--- src/rtl/sys_bus_pkg.sv ---
// Shared bus definitions: controller state encoding, master one-hot codes
// and the default split threshold used by the slave split controller.
package sys_bus_pkg;

  typedef enum logic [2:0] {
    ST_IDLE       = 3'd0,
    ST_ACCESS     = 3'd1,
    ST_SPLIT_WAIT = 3'd2,
    ST_REGRANT    = 3'd3,
    ST_RESUME     = 3'd4
  } state_t;

  localparam logic [1:0] M1   = 2'b10;
  localparam logic [1:0] M2   = 2'b01;
  localparam logic [1:0] NONE = 2'b00;

  localparam int DEF_SPLIT_THRESHOLD = 4;

  // A grant is usable only when exactly one master is named.
  function automatic logic is_one_hot2(input logic [1:0] g);
    return (g == M1) || (g == M2);
  endfunction

endpackage

--- src/rtl/split_timer.sv ---
// Saturating 4-bit wait counter for the slave split controller.
// hit_o flags the enabled cycle whose increment brings the count to THRESHOLD.
module split_timer #(
  parameter int THRESHOLD = 4
) (
  input  logic clk,
  input  logic reset,
  input  logic clear_i,
  input  logic enable_i,
  output logic hit_o
);

  localparam logic [3:0] HIT_AT = 4'(THRESHOLD - 1);

  logic [3:0] count_q;
  logic [3:0] count_d;

  // Clear wins over enable; the count holds at 15 instead of wrapping.
  always_comb begin
    count_d = count_q;
    if (clear_i) begin
      count_d = 4'd0;
    end else if (enable_i && (count_q != 4'hF)) begin
      count_d = count_q + 4'd1;
    end
  end

  // Count register, cleared asynchronously by reset.
  always_ff @(posedge clk or negedge reset) begin
    if (!reset) begin
      count_q <= 4'd0;
    end else begin
      count_q <= count_d;
    end
  end

  assign hit_o = enable_i && !clear_i && (count_q == HIT_AT);

endmodule

--- src/rtl/slave_split_ctrl.sv ---
// Slave-side split transaction controller. Accepts a transaction from the
// granted master, starts the slave core, and if the core is slow splits the
// transaction, later requesting a re-grant for the original owner.
module slave_split_ctrl
  import sys_bus_pkg::*;
#(
  parameter int SPLIT_THRESHOLD = DEF_SPLIT_THRESHOLD
) (
  input  logic       clk,
  input  logic       reset,
  input  logic [1:0] gmaster,
  input  logic [1:0] bus_utilization,
  input  logic       txn_valid,
  input  logic       mem_ready,
  output logic       mem_start,
  output logic       split_resp,
  output logic [1:0] split_req,
  output logic       done,
  output logic       retry,
  output logic       busy
);

  state_t     state_q, state_d;
  logic [1:0] owner_q, owner_d;

  logic       mem_start_q, mem_start_d;
  logic       split_resp_q, split_resp_d;
  logic [1:0] split_req_q, split_req_d;
  logic       done_q, done_d;
  logic       retry_q, retry_d;
  logic       busy_q, busy_d;

  logic       tmr_clear;
  logic       tmr_en;
  logic       tmr_hit;

  // Bus-in-use flags are informational for this slave; no decision uses them.
  logic       bus_util_unused;
  assign bus_util_unused = ^bus_utilization;

  split_timer #(
    .THRESHOLD (SPLIT_THRESHOLD)
  ) u_split_timer (
    .clk      (clk),
    .reset    (reset),
    .clear_i  (tmr_clear),
    .enable_i (tmr_en),
    .hit_o    (tmr_hit)
  );

  // Next-state and next-output logic; every output is a one-cycle pulse
  // except split_req (held through REGRANT) and busy.
  always_comb begin
    state_d      = state_q;
    owner_d      = owner_q;
    mem_start_d  = 1'b0;
    split_resp_d = 1'b0;
    split_req_d  = NONE;
    done_d       = 1'b0;
    retry_d      = 1'b0;
    tmr_clear    = 1'b0;
    tmr_en       = 1'b0;

    case (state_q)
      ST_IDLE: begin
        if (txn_valid) begin
          if (is_one_hot2(gmaster)) begin
            owner_d     = gmaster;
            mem_start_d = 1'b1;
            tmr_clear   = 1'b1;
            state_d     = ST_ACCESS;
          end else begin
            retry_d = 1'b1;
          end
        end
      end
      ST_ACCESS: begin
        // A ready core always beats the split decision in the same cycle.
        if (mem_ready) begin
          done_d  = 1'b1;
          state_d = ST_IDLE;
        end else begin
          tmr_en = 1'b1;
          if (tmr_hit) begin
            split_resp_d = 1'b1;
            state_d      = ST_SPLIT_WAIT;
          end
        end
      end
      ST_SPLIT_WAIT: begin
        if (mem_ready) begin
          split_req_d = owner_q;
          state_d     = ST_REGRANT;
        end
      end
      ST_REGRANT: begin
        // No timeout: keep asking until the owner itself is granted.
        if (gmaster == owner_q) begin
          state_d = ST_RESUME;
        end else begin
          split_req_d = owner_q;
        end
      end
      ST_RESUME: begin
        done_d  = 1'b1;
        state_d = ST_IDLE;
      end
      default: begin
        state_d = ST_IDLE;
      end
    endcase

    // Any transaction arriving while busy is bounced without side effects.
    if ((state_q != ST_IDLE) && txn_valid) begin
      retry_d = 1'b1;
    end

    busy_d = (state_d != ST_IDLE);
  end

  // State, owner and registered outputs; reset clears all of them at once.
  always_ff @(posedge clk or negedge reset) begin
    if (!reset) begin
      state_q      <= ST_IDLE;
      owner_q      <= NONE;
      mem_start_q  <= 1'b0;
      split_resp_q <= 1'b0;
      split_req_q  <= NONE;
      done_q       <= 1'b0;
      retry_q      <= 1'b0;
      busy_q       <= 1'b0;
    end else begin
      state_q      <= state_d;
      owner_q      <= owner_d;
      mem_start_q  <= mem_start_d;
      split_resp_q <= split_resp_d;
      split_req_q  <= split_req_d;
      done_q       <= done_d;
      retry_q      <= retry_d;
      busy_q       <= busy_d;
    end
  end

  assign mem_start  = mem_start_q;
  assign split_resp = split_resp_q;
  assign split_req  = split_req_q;
  assign done       = done_q;
  assign retry      = retry_q;
  assign busy       = busy_q;

endmodule

--- config.mk ---
export PLATFORM = sky130hd
export DESIGN_NAME = slave_split_ctrl
export DESIGN_NICKNAME = d
export VERILOG_FILES = /design/src/rtl/sys_bus_pkg.sv /design/src/rtl/split_timer.sv /design/src/rtl/slave_split_ctrl.sv
export SDC_FILE = /design/constraint.sdc
export NUM_CORES = 1
export LEC_CHECK = 0
export BUFFER_PORTS_ARGS = -buffer_cell sky130_fd_sc_hd__buf_2
export CORE_MARGIN = 2
export CORE_UTILIZATION = 49
export CTS_CLUSTER_SIZE = 30
export DETAILED_ROUTE_END_ITERATION = 12
export PLACE_DENSITY = 0.75
export SYNTH_ARGS = -nofsm -noshare
export SYNTH_HDL_FRONTEND = slang
export SYNTH_HIERARCHICAL = 1
export SYNTH_SLANG_ARGS = --single-unit
--- constraint.sdc ---
create_clock -name clk -period 1.92 [get_ports clk]
set_input_delay 0.192 -clock clk [delete_from_list [all_inputs] [get_ports clk]]
set_output_delay 0.192 -clock clk [all_outputs]
set_load 0.03 [all_outputs]
After elaboration in Yosys (flattened, before gate mapping)

Index checks and enable logic that the tools add are counted.

Memory bits (read-only): 0
Memories kept: 0
Input bits: 8
Register bits: 16
Latch bits: 0
Word-level logic and storage cells: 56
Bits in writable memories: 0
Output and inout bits: 7

Div/mod/pow operators: 0
Multipliers: 0
Equal/unequal tests: 9
Shifts and indexed selects: 0
Bitwise logic cells: 0
Multiplexer cells: 26
$add $sub $neg: 1
Reduce and logical (&&, ||, !) cells: 11
Magnitude comparators: 0

Operator list:

| cell                  | count |
|---|---|
| $mux W3               | 6 |
| $mux W1               | 13 |
| $pmux W3 S4           | 1 |
| $mux W4               | 2 |
| $eq A3 B2 Y1 const B  | 2 |
| $reduce_bool A3 Y1    | 2 |
| $add A4 B1 Y4 const B | 1 |
| $eq A4 B2 Y1 const B  | 1 |
| $logic_and A1 B1 Y1   | 4 |
| $mux W2               | 2 |
| $ne A4 B4 Y1 const B  | 1 |
| $pmux W2 S2           | 1 |
| $eq A3 B1 Y1 const B  | 1 |
| $eq A3 B3 Y1 const B  | 1 |
| $logic_not A3 Y1      | 1 |
| $reduce_and A3 Y1     | 1 |
| $eq A2 B1 Y1 const B  | 1 |
| $eq A2 B2 Y1          | 1 |
| $eq A2 B2 Y1 const B  | 1 |
| $pmux W1 S2           | 1 |
| $reduce_bool A2 Y1    | 1 |
| $logic_not A1 Y1      | 1 |
| $logic_or A1 B1 Y1    | 1 |

Depth between registers and ports, before layout

Depth after elaboration: 12
Depth in mapped cells: 6
Mapped depth without buffers: 5

By module

The synthesis kept the hierarchy.

Modules (own cells, without submodules):

| module           | area each (um2) | cells each | seq. area each (um2) | instances |
|---|---|---|---|---|
| slave_split_ctrl | 510.5           | 40         | 300.3                | 1 |
| split_timer      | 236.5           | 22         | 100.1                | 1 |

Least setup slack after synthesis

Ideal clock, no wire load.

Path type: register to register
Start: reg state_q[1]
End: reg state_q[0]
Arrival time: 1,541 ps
Library setup time: 124 ps
Data required time: 1,796 ps
Setup slack: 255 ps
Clock period less this slack: 1,665 ps
Path buffers: 0
Cell stages (with the launch flop): 6
Cell sequence: dfrtp_1 -> nor4b_2 -> nand2_1 -> nor4_1 -> inv_1 -> a211o_1

Elaborated cells on any way between the ends: 12
Those cells by class: 3 x eq/ne; 5 x mux; 4 x reduce/logical

RTL lines:

| what                              | line                    | source |
|---|---|---|
| start: declaration                | slave_split_ctrl.sv:23  | `state_t state_q, state_d;` |
| start signal: assignment          | slave_split_ctrl.sv:133 | `state_q <= state_d;` |
| $eq A3 B1 Y1                      | slave_split_ctrl.sv:64  | `case (state_q)` |
| $mux W1                           | slave_split_ctrl.sv:64  |  |
| named net tmr_en                  | slave_split_ctrl.sv:34  | `logic tmr_en;` |
| $logic_and A1 B1 Y1 (2 in series) | split_timer.sv:37       | `assign hit_o = enable_i && !clear_i && (count_q == HIT_AT);` |
| named net tmr_hit                 | slave_split_ctrl.sv:35  | `logic tmr_hit;` |
| $mux W3                           | slave_split_ctrl.sv:84  | `if (tmr_hit) begin` |
| $mux W3                           | slave_split_ctrl.sv:79  | `if (mem_ready) begin` |
| $pmux W3 S4                       | slave_split_ctrl.sv:64  |  |
| named net state_d[0]              | slave_split_ctrl.sv:23  |  |

The timed path passes the listed nets, and every way through them passes these cells.
A chain may end at the register's enable or synchronous reset.

Final worst setup path

Same ends and word-level chain as after synthesis.

==> metrics.csv <==
metric;value;unit
fin util;0.602;
DRT Pass-1 Iters;4;
yosys warns;6;
R2R Path Start;state_q[1]$_DFF_PN0_;
via density per instance;5.45;
Post-synth EDFFs;0;
antenna viol nets, final;0;
die width;43.0;um
Max Slew Vio Count;0;
reg2reg end;state_q[0]$_DFF_PN0_;
antenna diode count;0;
wire per inst;13.4;um
Die ar.;1850;um2
largest net degree at the start of global routing;17;
reg2reg path depth;5;
share of the synthesized area in the top cell type;0.536;
drt total wl;1280;um
Crit Path Class;reg -> reg;
Cell Rows;14;
fmax;578;MHz
Synth Flop Type;dfrtp_1;
Hold Path Stages;2;
Sw Pwr;0.295;mW
Final Hold Fails;0;
largest area contributor in the synthesized netlist;dfrtp_1;
Hold Crit Class;in -> reg;
Post-synth top cells;16 x dfrtp_1, 4 x a21oi_1, 4 x and2_1, 4 x inv_1, 4 x nand2b_1;
Reg2Reg Setup Slack;0.19;ns
Final min period;1.73;ns
proportion of layout cells with a drive suffix above 1;0.288;
VDD IR max;0.000444;V
placed insts;91;
CTS Sinks;16;
first-pass GRT wire length;2250;um
Syn Nets;71;
DRC;0;
Worst setup EP type;flop;
Port Buffers;12;
portion of total power attributed to the clock network;0.237;
total grt overflow;0;
starting density of the core;0.508;
Clk Latency, worst-skew pair;0.28;ns
worst hold endpoint;retry$_DFF_PN0_;
Placed Area;831;um2
number of fill cells;126;
Critical Path AT;1.91;ns
most frequent cell after synthesis;dfrtp_1;
post-synthesis area per instance;12.0;um2
Post-Route Skew;0.00208;ns
Root Driver;clkbuf_4;
Slew HR;0.734;
cell count after synthesis;62;
Seq cells post-synth;16;
Startpoint Class;flop;
H-tree lvl count;1;
total negative slack;0;ns
CTS buffer count;3;
setup violators final;0;
fin nets;90;
CTS tree;built;
Initial DRC Count;22;
worst hold start;txn_valid;
fin cells;96;
Pleak;0.420;nW
status;completed;
design area;886;um2
core box area;1470;um2
PD cells;1060;nW/um2
vias in the first global route;558;
Net Sw Frac;0.315;
Clock Tree Buf Depth;2;
max-cap violations;0;
overall global routing resource usage;0.166;
Worst EP required;2.09;ns
RSZ-0062 raised after global routing;no;
largest cells by area after synthesis;dfrtp_1 54%, mux2_4 4.0%, nor4b_2 4.0%, and2_1 3.4%, nand2b_1 3.4%;
Slew @ Worst Pin;0.397;ns
period utilization;0.901;
Yosys cell types;27;
IO Pins;15;
Async SR Flop Fraction;1.00;
die height;43.0;um
Seq pwr share;0.481;
antenna violations before repair;0;
Vias;523;
combinational share of power;0.282;
Layout area overhead;18.6;%
Post-Synthesis Cell Area;747;um2
Final Wtd Congestion;0.787;
Clk pin slew, worst setup/hold paths;0.10;ns
CP Max Fanout;7;
Int Pwr;0.641;mW
Seq/Total Area, Yosys;0.536;
## through the flow
step	hold WS, ns	total power, mW	worst slack [ns]
after detailed placement	0.124	0.713	0.136
after CTS	0.133	0.941	0.118
final	0.138	0.936	0.190
after floorplan	-0.104	0.645	0.255
after global placement	0.119	0.703	0.201
after global routing	0.150	1.00	0.0271
## cells in the final DEF (no fill, tap or decap), types with 2 or more instances in the layout
cell type  count
a211o_1        2
a21oi_1        4
and2_1         4
buf_2         12
buf_4          2
clkbuf_4       3
dfrtp_1       16
inv_1          4
mux2_4         2
nand2b_1       4
nand3_1        2
nor2_1         3
nor3_1         2
xnor2_1        2
## cells by family (layout without fill, tap and decap cells)
logic type / after synthesis / after routing / share of synthesized area
adder cells (fa/ha/maj): 1 / 1 / 0.0167
buffers and inverters: 5 / 23 / 0.0352
multiplexers: 3 / 3 / 0.0536
flip-flops: 16 / 16 / 0.536
AO/OA/AOI/OAI: 10 / 10 / 0.112
XOR/XNOR: 3 / 3 / 0.0352
AND/OR/NAND/NOR: 24 / 24 / 0.211
## registers in the layout (all words and copies together), names as in the netlist
name                   flops
state_q                    3
done                       1
split_resp                 1
retry                      1
busy                       1
owner_q                    2
split_req                  2
u_split_timer/count_q      4
mem_start                  1
## power by group through the flow
stage	registers [mW]	logic [mW]	clock network, mW
3_5_place_dp	0.455	0.258	0
4_1_cts	0.449	0.262	0.231
3_3_place_gp	0.453	0.250	0
2_1_floorplan	0.481	0.163	0
6_report	0.450	0.264	0.222
5_1_grt	0.461	0.295	0.245
## routing by layer
layer / track usage / wire length, um / up-vias
li1: - / - / 257
met5: 0 / 0 / -
met4: 0.0909 / 16 / 0
met1: 0.189 / 560 / 254
met3: 0.0383 / 45 / 2
met2: 0.285 / 660 / 10
## what timing repair did
| action | in CTS | in global routing |
|---|---|---|
| setup endpoints to repair | 0 | 2 |
| gates resized for setup | 0 | 1 |
| hold endpoints to repair | 16 | 0 |
| setup buffers | 0 | 0 |
| hold buffers | 1 | 0 |
## worst max-delay path by stage
stage,from,to,slack [ns],depth (start not counted)
after floorplan,state_q[1]$_DFF_PN0_,state_q[0]$_DFF_PN0_,0.26,5
after global placement,state_q[1]$_DFF_PN0_,state_q[0]$_DFF_PN0_,0.20,5
final,state_q[1]$_DFF_PN0_,state_q[0]$_DFF_PN0_,0.19,5
after CTS,state_q[1]$_DFF_PN0_,state_q[0]$_DFF_PN0_,0.12,5
after detailed placement,state_q[1]$_DFF_PN0_,state_q[0]$_DFF_PN0_,0.14,5
after global routing,state_q[1]$_DFF_PN0_,state_q[0]$_DFF_PN0_,0.03,5
## critical path, stage by stage (launching register included)
cell	delay, ns
dfrtp_1	0.49
nor4b_4	0.40
nand2_1	0.12
nor4_1	0.28
inv_1	0.07
a211o_1	0.26
## area by class of cell
| cell class | instances | area, um2 | area share |
|---|---|---|---|
| flip-flops and latches | 16 | 400 | 0.452 |
| well taps | 16 | 20.0 | 0.0226 |
| clock buffers | 4 | 36.3 | 0.0410 |
| inverters | 4 | 15.0 | 0.0169 |
| repair buffers | 15 | 85.1 | 0.0960 |
| multi-input cells | 41 | 329 | 0.371 |
(Power assumes the default switching activity.)
